**config.mk**
```make
export PLATFORM = sky130hd
export DESIGN_NAME = srlt_drv_flat
export DESIGN_NICKNAME = d
export VERILOG_FILES = /design/src/rtl/srlt_drv_pkg.sv /design/src/rtl/srlt_drv_if.sv /design/src/rtl/srlt_drv_tmr.sv /design/src/rtl/srlt_drv.sv /design/src/flat_wrapper.sv
export SDC_FILE = /design/constraint.sdc
export NUM_CORES = 1
export LEC_CHECK = 0
export CORE_AREA = 2 2 39 41
export CTS_CLUSTER_SIZE = 24
export DETAILED_ROUTE_END_ITERATION = 8
export DIE_AREA = 0 0 41 43
export GPL_TIMING_DRIVEN = 0
export HOLD_SLACK_MARGIN = 0.06
export PLACE_DENSITY_LB_ADDON = 0.12
export SYNTH_ARGS = -nofsm -noshare
export SYNTH_HDL_FRONTEND = slang
export SYNTH_SLANG_ARGS = --single-unit
```
**constraint.sdc**
```tcl
create_clock -name clk -period 1.4 [get_ports clk]
set_input_delay 0.28 -clock clk [delete_from_list [all_inputs] [get_ports clk]]
set_output_delay 0.28 -clock clk [all_outputs]
set_load 0.02 [all_outputs]
```
**src/rtl/srlt_drv_pkg.sv**
```systemverilog
// srlt_pkg: shared types and constants for the SR latch write driver.
// Holds the FSM state encoding, default pulse/settle lengths and the
// helper that sizes the shared pulse/settle down-counter.
package srlt_pkg;

  localparam logic [2:0] ST_IDLE   = 3'd0;
  localparam logic [2:0] ST_PULSE  = 3'd1;
  localparam logic [2:0] ST_SETTLE = 3'd2;
  localparam logic [2:0] ST_CHECK  = 3'd3;
  localparam logic [2:0] ST_DONE   = 3'd4;

  typedef enum logic [2:0] {
    IDLE   = ST_IDLE,
    PULSE  = ST_PULSE,
    SETTLE = ST_SETTLE,
    CHECK  = ST_CHECK,
    DONE   = ST_DONE
  } state_t;

  localparam int DEF_PULSE_LEN  = 2;
  localparam int DEF_SETTLE_LEN = 2;

  // The counter only ever holds LEN-1, so $clog2 of the larger length is
  // enough bits; a length of 1 still needs a one-bit counter.
  function automatic int cnt_width(input int pulse_len, input int settle_len);
    int m;
    int w;
    m = (pulse_len > settle_len) ? pulse_len : settle_len;
    w = $clog2(m);
    return (w < 1) ? 1 : w;
  endfunction

endpackage

```
**src/rtl/srlt_drv_if.sv**
```systemverilog
// srlt_drv_if: request/completion bundle between a control FSM (master)
// and the SR latch write driver (slave).
interface srlt_drv_if;
  logic req_valid;
  logic req_val;
  logic req_ready;
  logic done;
  logic err;
  logic err_clr;

  modport master (
    output req_valid, req_val, err_clr,
    input  req_ready, done, err
  );

  modport slave (
    input  req_valid, req_val, err_clr,
    output req_ready, done, err
  );
endinterface

```
**src/rtl/srlt_drv_tmr.sv**
```systemverilog
// srlt_tmr: loadable down-counter with a zero flag. One instance is reused
// for both the pulse and the settle interval of the write driver.
module srlt_tmr #(
  parameter int W = 1
) (
  input  logic         clk,
  input  logic         rst_n,
  input  logic         load,
  input  logic [W-1:0] load_val,
  input  logic         dec,
  output logic         zero
);

  logic [W-1:0] cnt;

  // Load wins over decrement; the count parks at zero instead of wrapping.
  always_ff @(posedge clk) begin
    if (!rst_n) begin
      cnt <= '0;
    end else if (load) begin
      cnt <= load_val;
    end else if (dec && (cnt != '0)) begin
      cnt <= cnt - W'(1);
    end
  end

  assign zero = (cnt == '0);

endmodule

```
**src/rtl/srlt_drv.sv**
```systemverilog
// srlt_drv: write-side controller for one SR latch cell. Accepts a one-bit
// write, skips it when the latch already holds the value, otherwise drives
// one clean s or r pulse, waits for the latch to settle and completes.
// Optional feature macro: SRLT_DRV_VERIFY_EN adds the read-back CHECK state
// and the sticky err flag; without it err is tied low.
module srlt_drv
  import srlt_pkg::*;
#(
  parameter int PULSE_LEN  = DEF_PULSE_LEN,
  parameter int SETTLE_LEN = DEF_SETTLE_LEN
) (
  input  logic      clk,
  input  logic      rst_n,
  srlt_drv_if.slave bus,
  input  logic      q_in,
  output logic      s,
  output logic      r
);

  localparam int CW = cnt_width(PULSE_LEN, SETTLE_LEN);

  state_t          state;
  state_t          state_nxt;
  logic            val_q;
  logic            val_nxt;
  logic            tmr_load;
  logic [CW-1:0]   tmr_val;
  logic            tmr_dec;
  logic            tmr_zero;
`ifdef SRLT_DRV_VERIFY_EN
  logic            check_fail;
`endif

  srlt_tmr #(.W(CW)) u_tmr (
    .clk      (clk),
    .rst_n    (rst_n),
    .load     (tmr_load),
    .load_val (tmr_val),
    .dec      (tmr_dec),
    .zero     (tmr_zero)
  );

  // Next-state, request capture and timer control for the write sequence.
  always_comb begin
    state_nxt = state;
    val_nxt   = val_q;
    tmr_load  = 1'b0;
    tmr_val   = '0;
    tmr_dec   = 1'b0;
`ifdef SRLT_DRV_VERIFY_EN
    check_fail = 1'b0;
`endif
    case (state)
      IDLE: begin
        if (bus.req_valid) begin
          val_nxt = bus.req_val;
          if (q_in == bus.req_val) begin
            state_nxt = DONE;
          end else begin
            state_nxt = PULSE;
            tmr_load  = 1'b1;
            tmr_val   = CW'(PULSE_LEN - 1);
          end
        end
      end
      PULSE: begin
        if (tmr_zero) begin
          state_nxt = SETTLE;
          tmr_load  = 1'b1;
          tmr_val   = CW'(SETTLE_LEN - 1);
        end else begin
          tmr_dec = 1'b1;
        end
      end
      SETTLE: begin
        if (tmr_zero) begin
`ifdef SRLT_DRV_VERIFY_EN
          state_nxt = CHECK;
`else
          state_nxt = DONE;
`endif
        end else begin
          tmr_dec = 1'b1;
        end
      end
      CHECK: begin
`ifdef SRLT_DRV_VERIFY_EN
        check_fail = (q_in != val_q);
`endif
        state_nxt = DONE;
      end
      DONE:    state_nxt = IDLE;
      default: state_nxt = IDLE;
    endcase
  end

  // State register plus s/r registered from the next state so the pulse
  // lines up exactly with PULSE and can never assert both drives at once.
  always_ff @(posedge clk) begin
    if (!rst_n) begin
      state <= IDLE;
      val_q <= 1'b0;
      s     <= 1'b0;
      r     <= 1'b0;
    end else begin
      state <= state_nxt;
      val_q <= val_nxt;
      s     <= (state_nxt == PULSE) && val_nxt;
      r     <= (state_nxt == PULSE) && !val_nxt;
    end
  end

  assign bus.req_ready = (state == IDLE);
  assign bus.done      = (state == DONE);

`ifdef SRLT_DRV_VERIFY_EN
  // Sticky read-back error; a mismatch in the same cycle beats err_clr.
  always_ff @(posedge clk) begin
    if (!rst_n) begin
      bus.err <= 1'b0;
    end else if (check_fail) begin
      bus.err <= 1'b1;
    end else if (bus.err_clr) begin
      bus.err <= 1'b0;
    end
  end
`else
  logic unused_err_clr;
  assign unused_err_clr = bus.err_clr;
  assign bus.err        = 1'b0;
`endif

endmodule

```
**src/flat_wrapper.sv**
```systemverilog
// flat-port wrapper written by rule: the top's interface ports become plain ports
module srlt_drv_flat import srlt_pkg::*;
#(
  parameter int PULSE_LEN  = DEF_PULSE_LEN,
  parameter int SETTLE_LEN = DEF_SETTLE_LEN
)
  (clk, rst_n, q_in, s, r, bus_req_valid, bus_req_val, bus_err_clr, bus_req_ready, bus_done, bus_err);
  srlt_drv_if bus_i ();
  input  logic clk;
  input  logic rst_n;
  input  logic q_in;
  output logic s;
  output logic r;
  input wire logic [$bits(bus_i.req_valid)-1:0] bus_req_valid;
  input wire logic [$bits(bus_i.req_val)-1:0] bus_req_val;
  input wire logic [$bits(bus_i.err_clr)-1:0] bus_err_clr;
  output wire logic [$bits(bus_i.req_ready)-1:0] bus_req_ready;
  output wire logic [$bits(bus_i.done)-1:0] bus_done;
  output wire logic [$bits(bus_i.err)-1:0] bus_err;
  assign bus_i.req_valid = bus_req_valid;
  assign bus_i.req_val = bus_req_val;
  assign bus_i.err_clr = bus_err_clr;
  assign bus_req_ready = bus_i.req_ready;
  assign bus_done = bus_i.done;
  assign bus_err = bus_i.err;
  srlt_drv #(.PULSE_LEN(PULSE_LEN), .SETTLE_LEN(SETTLE_LEN)) u_core (.clk(clk), .rst_n(rst_n), .bus(bus_i), .q_in(q_in), .s(s), .r(r));
endmodule
```
## Word-level counts from Yosys, hierarchy flattened

Index checks and enable logic that the tools add are counted.
Widths: inputs -> output; s select.

| cells by class | value |
|---|---|
| add/sub/neg operators | 1 |
| eq/ne operators | 6 |
| multiplexer cells | 15 |
| reductions and logical operators | 7 |

Operator list:

| kind | number |
|---|---|
| $mux 3 | 4 |
| $pmux 3 s4 | 1 |
| $mux 1 | 9 |
| $eq 3x1->1 const B | 2 |
| $eq 3x2->1 const B | 2 |
| $eq 3x3->1 const B | 1 |
| $logic_and 1x1->1 | 3 |
| $logic_not 3->1 | 1 |
| $pmux 1 s2 | 1 |
| $reduce_bool 2->1 | 1 |
| $reduce_or 2->1 | 1 |
| $eq 1x1->1 | 1 |
| $logic_not 1->1 | 1 |
| $sub 1x1->1 const B | 1 |

| storage, ports and cells | value |
|---|---|
| register bits | 7 |
| output and inout bits | 5 |
| input bits | 6 |

## Depth between registers and ports, before layout

Gate-level depths: netlist of the first run.

| logic depth | value |
|---|---|
| word-level depth | 6 |
| depth in mapped cells | 3 |
| mapped depth without buffers | 3 |

## Cells and area by module

From an unflattened synthesis of the first run, not the netlist that was laid out.

| second synthesis, totals | value |
|---|---|
| cells, all modules | 40 |
| area total of the unflattened synthesis | 384.1 sq um |

Modules (own cells, without submodules):

| module | area each (sq um) | instances | cells each | seq. area each (sq um) |
|---|---|---|---|---|
| srlt_drv | 335.3 | 1 | 35 | 120.1 |
| srlt_tmr | 48.8 | 1 | 5 | 20.0 |

## Worst setup path after synthesis of the first run

Ideal clock, no wire load.

| timing path | value |
|---|---|
| path type | register to output |
| from | register u_core.state[2] |
| to | output bus_req_ready |
| buffers on the path | 0 |
| setup slack | 0.252 ns |
| cell stages (with the launch flop) | 2 |
| required time | 1.120 ns |
| arrival | 0.868 ns |
| path through | dfxtp_1 nor3_1 |

| between the ends | value |
|---|---|
| cells in the longest elaborated chain, start to end | 1 |

Ends and longest elaborated chain:

| element | RTL line | text |
|---|---|---|
| start: declaration | srlt_drv.sv:22 | `state_t state;` |
| start signal: assignment | srlt_drv.sv:106 | `state <= state_nxt;` |
| $logic_not 3->1 | srlt_drv.sv:113 | `assign bus.req_ready = (state == IDLE);` |
| end: declaration | flat_wrapper.sv:17 | `output wire logic [$bits(bus_i.req_ready)-1:0] bus_req_ready;` |

No other way between the ends.

## Final worst setup path of the first run

Ends and elaborated chain as after synthesis.

==> results of run 1 <==
-- worst min-delay path, cell delays in order (launching register included) --
cell	delay (ns)
dfxtp_1	0.31
nand2_1	0.05
a21oi_1	0.05
-- worst min-delay path by stage --
stage | endpoint | slack (ns) | cells past startpoint
2_1_floorplan | u_core.state[0] | 0.40 | 1
3_3_place_gp | u_core.s | 0.46 | 2
3_5_place_dp | u_core.s | 0.46 | 2
4_1_cts | u_core.s | 0.47 | 2
5_1_grt | u_core.s | 0.49 | 2
6_report | u_core.s | 0.47 | 2
-- placed cells by master, fill, tap and decap left out, drive strengths merged --
cell type and instances:
clkdlybuf4s15 1, nor3 2, dfxtp 7, or3 1, mux2i 1, buf 2
clkbuf 4, a21oi 4, o211ai 2, and4bb 1, xnor2 1, a31oi 1
nand3 1, nor2b 1, o21a 1, clkdlybuf4s50 4, nand2b 3, dlygate4sd2 2
conb 1, inv 5, nand2 2, o21ai 3, nor4b 1, and2 2
nor2 2
-- kinds of logic (layout without fill, tap and decap cells) --
| logic type | after synthesis | count (layout) | synth area share, % |
|---|---|---|---|
| other | 1 | 1 | 1.03 |
| DFF | 7 | 7 | 38.6 |
| AOI/OAI and AO/OA | 11 | 11 | 17.6 |
| muxes | 1 | 1 | 2.76 |
| and+or+nand+nor | 16 | 16 | 30.3 |
| xor gates and xnor gates | 1 | 1 | 2.41 |
| buffers and inverters | 6 | 18 | 7.24 |
-- flip-flops by register name (all words and copies together), names as in the netlist --
signal,cells
u_core.state,3
u_core.val_q,1
u_core.r,1
u_core.s,1
u_core.u_tmr.cnt,1
-- cell usage after synthesis (all sizes together), types with 2 or more instances --
library cell / n
and2: 2
inv: 5
dfxtp: 7
o21ai: 3
nor2: 2
nor3: 2
nand2b: 3
nand2: 2
a21oi: 4
o211ai: 2
-- power breakdown --
group          total (uW)  switching, uW  internal [uW]
clock                 194           84.5            109
sequential            233           18.2            215
combinational         105           50.0           54.7
total                 532            153            379
-- final cells by class --
class,instances,area [um2],share of cell area [%]
Inverter,5,18.8,3.84
Timing Repair Buffer,8,73.8,15.1
Tap cell,16,20.0,4.09
Sequential cell,7,144,29.4
Buffer,1,7.51,1.53
Multi-Input combinational cell,30,199,40.7
Clock buffer,4,26.3,5.37
-- routing by layer --
metal | vias up | global-route usage, %
li1 | 168 | -
met1 | 139 | 10.9
met2 | 8 | 14.4
met3 | 0 | 6.28
met4 | 0 | 6.00
met5 | - | 0
-- repair_timing --
action                                 in CTS  in global routing
setup endpoints to repair                   4                  1
resized for setup                          12                  2
endpoints found under the hold margin       0                  0
-- metrics by stage --
| step | hold slack, ns | area, um2 | utilization, % |
|---|---|---|---|
| 6_report | 0.469 | 489 | 35.4 |
| 5_1_grt | 0.493 | 489 | 35.4 |
| 4_1_cts | 0.472 | 493 | 35.6 |
| 3_5_place_dp | 0.463 | 463 | 33.5 |
| 3_3_place_gp | 0.465 | 463 | 33.5 |
| 2_1_floorplan | 0.398 | 363 | - |
==> out/qor.csv, run 1 <==
stage,metric,value,unit
status,status,finished clean,
min_path,min_path_type,reg2reg,
yosys,synthesis.nets,49,
critical_path,required,1.12,ns
critical_path,critPathMaxFanout,7,
critical_path,r2r-start,u_core.state[2],
critical_path,critical_path_class,reg2out,
sta,tns,0,ns
drt,drc,0,
critical_path,worstPathCellList,"nor3_1, clkdlybuf4s15_2",
sta,setup_viol,0,
sta,hold_viol_final,0,
sta,drv_slew,0,
yosys,synth.area.top_cells,"dfxtp_1, nor4b_4, a21oi_1",
floorplan,start_util,26.2,%
critical_path,cp-endpoint,bus_req_ready,
placement,dp.cells,67,
drt,drtIter0Drc,1,
clock_network,cts_num_sinks,7,
flow_run,max-cap-violations,0,
floorplan,rows,14,
critical_path,ff2ff_setup_slack,0.23,ns
global_route,grt_pass1_wl,1.15,mm
yosys,async_flop_share,0,%
yosys,yosysTopAreaCell,dfxtp_1,
power,power,532,uW
yosys,syn_area,363,um2
global_route,grt_max_degree,9,
global_route,grtUsageTotal,10.1,%
clock_network,clk_latency,0.26,ns
yosys,yosysUniqueCellTypes,21,
critical_path,endpoint_kind,output port,
layout,fin_cells,71,
placement,place_ws,-0.117,ns
yosys,syn_inst,43,
critical_path,critPathArrivalTime,1.09,ns
layout,fill_cells,149,
yosys,synth_edf_count,0,
layout,syn_to_final_growth,34.8,%
layout,antenna_cells,0,
placement,portBuffers,8,
drt,met2_length,333,um
drt,wl,678,um
yosys,synth_top_area_share,38.6,%
critical_path,cp.depth,2,
clock_network,ctsHoldBuffers,0,
placement,place_congestion,0.598,
global_route,antenna_found_initial,0,
clock_network,clockRootBuffer,clkbuf_4,
sta,fmax,0.732,GHz
drt,num_vias,315,
floorplan,die-area,1760,um2
critical_path,slowest_delay,0.36,ns
yosys,synth_area_per_cell,8.44,um2
clock_network,cts_buffers,3,
layout,layout-drive-gt1-share,21.8,%
layout,layout.nets,62,
sta,finalCriticalPeriod,1.37,ns
drt,wire_per_inst,9.55,um
critical_path,cp-start-kind,flip-flop,
placement,dp_hpwl,503,um
critical_path,crit_buf_inv,1,
yosys,ys_seq_elements,7,
power,leakage,0.000199,uW
yosys,synth_ff_type,dfxtp_1,
critical_path,cp_top_family,flip-flops,
drt,first_pass_iters,4,
floorplan,die_w,41,um
clock_network,post_cts_buffers,0,
floorplan,core_area,1380,um2
sta,finalWorstSetupSlack,0.0331,ns
power,power_density,1090,nW/um2
critical_path,rr_endpoint,u_core.val_q,
global_route,grt-ovfl-total,0,
drt,viasPerCell,4.44,
floorplan,die_h,43,um
floorplan,ios,11,
sta,finClkSkew,0.0125,ns
power,vdd_drop_max,0.426,mV
drt,wl_met3,50,um
yosys,synth_warnings,0,
drt,final_antenna_net_count,0,
drt,m1WireLength,293,um
drt,dr.max_layer_used,met3,
critical_path,startpoint,u_core.state[2],
clock_network,clk_pin_slew,0.06,ns
clock_network,htree_levels,1,
min_path,worstHoldStart,u_core.val_q,
critical_path,worst_path_max_delay_cell,dfxtp_2,
clock_network,cts_tree,done,
critical_path,reg2regPathDepth,3,
clock_network,clockBufferDepth,2,
sta,rsz0062_at_grt,false,
sta,period_share,97.6,%
yosys,seq_area_frac_synth,38.6,%
global_route,grt_pass1_vias,294,
Power figures use the tool's default switching activity.
==> run 2, diff against run 1 <==
--- a/config.mk
+++ b/config.mk
@@ -5,7 +5,9 @@
 export SDC_FILE = /design/constraint.sdc
 export NUM_CORES = 1
 export LEC_CHECK = 0
+export ABC_AREA = 1
 export CORE_AREA = 2 2 39 41
+export CTS_BUF_LIST = sky130_fd_sc_hd__clkbuf_8 sky130_fd_sc_hd__clkbuf_16
 export CTS_CLUSTER_SIZE = 24
 export DETAILED_ROUTE_END_ITERATION = 8
 export DIE_AREA = 0 0 41 43
==> run 2 against run 1 <==
- clock skew down 0.011 ns
- cell area grew 2.0%
- global-route usage decreased by 0.45 points
- hold slack improved by 0.045 ns
- setup slack better by 0.090 ns
- sequential power fell by 3%
- core utilization rose by 0.72 points
==> out/qor.csv, run 2 <==
stage,metric,value,unit,change
status,status,finished clean,,unchanged
yosys,synth_area_per_cell,7.22,um2,was 8.44 um2
critical_path,reg2regPathDepth,6,,was 3
drt,drtIter0Drc,2,,was 1
drt,final_antenna_net_count,0,,unchanged
yosys,synth_warnings,0,,unchanged
critical_path,critPathArrivalTime,1.00,ns,was 1.09 ns
critical_path,critPathMaxFanout,4,,was 7
global_route,grt-ovfl-total,0,,unchanged
yosys,synth.most_common_cell,nand2_1,,was dfxtp_1
drt,wire_per_inst,7.97,um,was 9.55 um
layout,layout_common_cells,"nand2_1, inv_1, nor2_1, dfxtp_1, clkdlybuf4s50_1",,"was inv_1, a21oi_1, clkdlybuf4s50_1, dfxtp_1"
sta,tns,0,ns,unchanged
floorplan,die_h,43,um,unchanged
clock_network,clockRootBuffer,clkbuf_8,,was clkbuf_4
layout,largest-register,u_core.state,,unchanged
drt,viasPerCell,4.08,,was 4.44
yosys,syn_inst,48,,was 43
floorplan,die_w,41,um,unchanged
clock_network,clockBufferDepth,2,,unchanged
yosys,synthesis.nets,54,,was 49
placement,dp_hpwl,476,um,was 503 um
sta,fmax,0.783,GHz,was 0.732 GHz
clock_network,clk_pin_slew,0.04,ns,was 0.06 ns
clock_network,ctsHoldBuffers,0,,unchanged
critical_path,slowest_delay,0.34,ns,was 0.36 ns
layout,finish.instance_area,499,um2,was 489 um2
floorplan,core_area,1380,um2,unchanged
yosys,yosysUniqueCellTypes,17,,was 21
placement,place_congestion,0.634,,was 0.598
sta,finalCriticalPeriod,1.28,ns,was 1.37 ns
drt,wl,622,um,was 678 um
sta,rsz0062_at_grt,false,,unchanged
drt,num_vias,318,,was 315
yosys,synth_top_family_by_area,simple AND/OR/NAND/NOR gates,,unchanged
global_route,grt_max_degree,7,,was 9
critical_path,worstPathCellList,"nor2_4, nand2_1, inv_1, buf_2",,"was nor3_1, clkdlybuf4s15_2"
layout,fin_cells,78,,was 71
floorplan,ios,11,,unchanged
critical_path,rr_endpoint,u_core.s,,was u_core.val_q
sta,hold_viol_final,0,,unchanged
yosys,syn_area,347,um2,was 363 um2
power,vdd_drop_max,0.537,mV,was 0.426 mV
sta,drv_slew,0,,unchanged
drt,drc,0,,unchanged
global_route,grtUsageTotal,9.69,%,was 10.1%
critical_path,critical_path_class,reg2out,,unchanged
yosys,synthSimpleGateAreaFrac,33.9,%,was 30.3%
global_route,antenna_found_initial,0,,unchanged
placement,dp.cells,72,,was 67
critical_path,worst_path_max_delay_cell,dfxtp_1,,was dfxtp_2
min_path,min_to,u_core.r,,was u_core.s
placement,post_dp_cell_area,447,um2,was 463 um2
yosys,synth.area.top_cells,"dfxtp_1, nand2_1, inv_1",,"was dfxtp_1, nor4b_4, a21oi_1"
layout,fill_cells,154,,was 149
layout,layout.nets,69,,was 62
layout,utilization,36.1,%,was 35.4%
floorplan,die-area,1760,um2,unchanged
yosys,yosys.area_share.xor_xnor,0,%,was 2.41%
yosys,seq_area_frac_synth,40.4,%,was 38.6%
critical_path,endpoint_kind,output port,,unchanged
yosys,muxShareOfSynthArea,0,%,was 2.76%
sta,setup_viol,0,,unchanged
clock_network,htree_levels,1,,unchanged
global_route,grt_pass1_wl,1.04,mm,was 1.15 mm
layout,antenna_cells,0,,unchanged
min_path,worstHoldStart,u_core.val_q,,unchanged
yosys,synth_ff_type,dfxtp_1,,unchanged
layout,syn_to_final_growth,44.0,%,was 34.8%
layout,largest_reg_flops,3,,unchanged
floorplan,rows,14,,unchanged
sta,finClkSkew,0.00196,ns,was 0.0125 ns
yosys,synth_edf_count,0,,unchanged
layout,multi_input_area,161,um2,was 199 um2
critical_path,ff2ff_setup_slack,0.33,ns,was 0.23 ns
min_path,min_path_cells,3,,was 2
critical_path,cp-start-kind,flip-flop,,unchanged
critical_path,required,1.12,ns,about the same
clock_network,cts_num_sinks,7,,unchanged
global_route,grt_pass1_vias,273,,was 294
min_path,min_path_type,reg2reg,,unchanged
drt,first_pass_iters,2,,was 4
critical_path,r2r-start,u_core.state[1],,was u_core.state[2]
sta,timing.hold.ws,0.514,ns,was 0.469 ns
clock_network,cts_tree,done,,unchanged
yosys,synthAdderAreaFrac,0,%,unchanged
yosys,ys_seq_elements,7,,unchanged
placement,portBuffers,8,,unchanged
yosys,synth_compound_area_share,11.6,%,was 17.6%
layout,area.sequential,141,um2,was 144 um2
clock_network,cts_buffers,3,,unchanged
floorplan,start_util,25.0,%,was 26.2%
clock_network,clk_latency,0.23,ns,was 0.26 ns
yosys,yosys-top-cells-count,"nand2_1, inv_1, dfxtp_1",,"was dfxtp_1, inv_1, a21oi_1"
power,power_density,1240,nW/um2,was 1090 nW/um2
flow_run,max-cap-violations,0,,unchanged
yosys,yosysTopAreaCell,dfxtp_1,,unchanged
layout,layout-drive-gt1-share,27.4,%,was 21.8%
yosys,async_flop_share,0,%,unchanged
yosys,synth_top_area_share,40.4,%,was 38.6%
power,leakage,0.000255,uW,was 0.000199 uW
sta,period_share,91.2,%,was 97.6%
run 2: cell count changes after synthesis, sizes merged, moves of 3 or more:
cell / before / now
inv: 5 / 10
nor2: 2 / 8
nand2b: 3 / 0
nand3: 1 / 4
nand2: 2 / 10
run 2: power breakdown:
| group | switching [uW] | total, uW | leakage [uW] | internal (uW) |
|---|---|---|---|---|
| clock | 87.7 | 277 | 0.0000269 | 189 |
| sequential | 10.9 | 226 | 0.0000577 | 215 |
| combinational | 65.2 | 117 | 0.000170 | 51.4 |
run 2: how the worst max path moves through the flow:
stage | to | from | depth (start not counted) | slack [ns]
after floorplan | bus_done | u_core.state[2] | 2 | 0.24
after global placement | bus_req_ready | u_core.state[1] | 4 | -0.12
after detailed placement | bus_req_ready | u_core.state[1] | 4 | -0.11
after CTS | bus_req_ready | u_core.state[1] | 4 | -0.01
after global routing | bus_req_ready | u_core.state[1] | 4 | 0.06
final | bus_req_ready | u_core.state[1] | 4 | 0.12
run 2: per-stage QoR:
stage | power, uW | setup slack (ns)
after CTS | 626 | -0.0106
after global placement | 347 | -0.122
after floorplan | 305 | 0.237
after detailed placement | 346 | -0.110
after global routing | 653 | 0.0574
final | 620 | 0.123
run 2: metal layers:
metal  global-route usage, %  wire length, um
met1                    10.1              247
met2                    12.2              302
met3                    5.76               49
met4                    10.0               22
met5                       0                0
run 2: layout make-up:
| cell class | count | area share (%) |
|---|---|---|
| tap | 16 | 4.01 |
| buffer | 1 | 1.50 |
| clock inverter | 1 | 0.752 |
| inverter | 10 | 7.52 |
| timing repair buffer | 10 | 17.3 |
| sequential | 7 | 28.3 |
| multi-input combinational | 30 | 32.3 |
| clock buffer | 3 | 8.27 |
run 2: critical path: cells and delay by family, from the launching register on:
family                 cells  cell delay, ns
buffers and inverters      2            0.22
DFF                        1            0.34
and+or+nand+nor            2            0.21
run 2: logic make-up after synthesis:
logic type | Yosys count
other cells | 1
simple gates | 23
buf+inv | 11
compound gates | 6
flops | 7
run 2: repair_timing:
action,in CTS,in global routing
cloned,0,0
setup buffers,0,2
resized for setup,8,4
pin swaps,0,1
setup endpoints to repair,3,3
==> patch (flow settings as in run 2) <==
Change the package constant `DEF_SETTLE_LEN` from 2 to 1.
--- a/src/rtl/srlt_drv_pkg.sv
+++ b/src/rtl/srlt_drv_pkg.sv
@@ -20,3 +20,3 @@
   localparam int DEF_PULSE_LEN  = 2;
-  localparam int DEF_SETTLE_LEN = 2;
+  localparam int DEF_SETTLE_LEN = 1;
 
Formal check against the unedited RTL: not equivalent (a bounded check fails within 10 cycles, from zero or initial values and one cycle with rst_n low).
==> patch against run 2 <==
- wire length rose by 1.3%
- first-iteration DRC count increased to 5.0 times the old value
- sequential cell count unchanged
- area after synthesis fell by 4.0%
- combinational power down 20%
- critical endpoint is now bus_done
- sequential share of layout area is 1.3 points higher
- worst setup slack worse by 0.046 ns
- global-route usage grew 0.20 points
- cell area shrank 4.5%
- critical path depth is 1 lower
- power decreased by 5.5%
- via count increased by 0.31%
==> patch: results (changes against run 2) <==
| Metric | Value |
|---|---|
| GRT Util Overall | `9.89% (+0.20 points)` |
| Largest Register | `u_core.state` |
| Hold Path Depth | `2 (-1)` |
| Number of CTS-inserted buffers | `3 (unchanged)` |
| Hold buffers post-CTS | `0 (unchanged)` |
| Largest net degree at the start of global routing | `8 (+1)` |
| Aggregate routed wire length | `630 um (+1.3%)` |
| Setup slack on the worst flop-to-flop path | `0.37 ns (+0.04 ns)` |
| FF-to-FF Start | `u_core.state[0]` |
| Post-CTS setup buffer count | `0 (unchanged)` |
| FF-to-FF End | `u_core.s` |
| Crit path largest cell delay | `0.33 ns` |
| Commonest cells in the netlist | `nand2_1, inv_1, dfxtp_1, nor2_1, nand3_1` |
| Worst Clk Skew | `0.00107 ns (-0.000888 ns)` |
| Synth unique cells | `16 (-1)` |
| Sequential Power Share | `38.1% (+1.7 points)` |
| Asr flop ratio synth | `0% (unchanged)` |
| FF-to-FF path depth | `6 (unchanged)` |
| Switching part of the total | `24.5% (-1.9 points)` |
| Post-synth top flop | `dfxtp_1` |
| Dpl ws | `-0.110 ns (-0.000613 ns)` |
| Final Net Count | `68 (-1.4%)` |
| Initial antenna violation count | `0 (unchanged)` |
| Share of post-route cells with drive strength above 1 | `18.0% (-9.4 points)` |
| Placed inst area | `433 sq um (-3.1%)` |
| Hold Path End | `u_core.state[1]` |
| CP delay by family, top | `buffers and inverters` |
| Status | `finished clean` |
| # placed instances | `73 (+1.4%)` |
| Sequential-to-total area share from yosys stat | `42.1% (+1.7 points)` |
| Post-cts sizing count | `8 (unchanged)` |
| Synth top area cells | `dfxtp_1, nand2_1, inv_1, nor2_1, nand3_1` |
| Placer congestion estimate | `0.668 (+5.3%)` |
| Vias in the first global route | `290 (+6.2%)` |
| Min-delay src | `u_core.u_tmr.cnt` |
| CTS Buffer Depth | `2 (unchanged)` |
| 1st-iter DRT viols | `10 (+8)` |
| Worst-path clk slew | `0.04 ns (about the same)` |
| Worst hold slack | `0.515 ns (+0.00110 ns)` |
| P_leak | `0.246 nW (-3.4%)` |
| Filler cells | `156 (+1.3%)` |
| Global-route wire length before repair | `1100 um (+5.4%)` |
| Multi-input gate area | `151 sq um (-6.2%)` |
| Root Driver | `clkbuf_8` |
| DR vias/cell | `4.14 (+1.6%)` |
| # diodes | `0 (unchanged)` |
| Routed wire per std cell | `8.18 um (+2.6%)` |
| Comb. pwr | `0.0931 mW (-20%)` |
| Synthesized area per cell | `6.79 sq um (-5.9%)` |
| Critical Path Start | `u_core.state[2]` |
| Slowest-stage cell, CP | `dfxtp_1` |
| Router iterations before antenna repair | `4 (+2)` |
| Max reg flops | `3 (unchanged)` |
| Syn nets | `55 (+1.9%)` |
| Tot Pwr | `0.585 mW (-5.5%)` |
| Worst-path fanout max | `7 (+3)` |
| Final setup violation count | `0 (unchanged)` |
| Worst vdd ir | `0.000551 V (+2.8%)` |
| DP Wirelength | `508 um (+6.7%)` |
patch: logic make-up (layout without fill, tap and decap cells):
group,Yosys count,after routing,share of synthesized area (%)
flip-flops,7,7,42.1
AO/OA/AOI/OAI,6,6,10.9
AND/OR/NAND/NOR,25,25,33.5
buffers and inverters,10,22,12.4
other,1,1,1.13
patch: per-layer routing:
layer	part of all wire [%]	vias up	global-route usage (%)
met4	1.3	0	10.0
met5	0	-	0
met2	50	8	13.4
met3	3.8	2	3.14
met1	44	135	11.1
li1	-	174	-
patch: how the worst max path moves through the flow:
stage                         end  slack, ns  cells after the start
global route             bus_done       0.02                      3
global placement    bus_req_ready      -0.12                      4
floorplan                bus_done       0.25                      2
finish                   bus_done       0.08                      3
detailed placement  bus_req_ready      -0.11                      4
CTS                             s      0.004                      1
patch: final cells by class:
class	count	share of cell area [%]
clock inverters	1	0.787
inverters	9	7.09
clock buffers	3	8.66
well taps	16	4.20
plain buffers	1	1.57
multi-input cells	32	31.8
flip-flops and latches	7	29.7
repair buffers	8	16.3
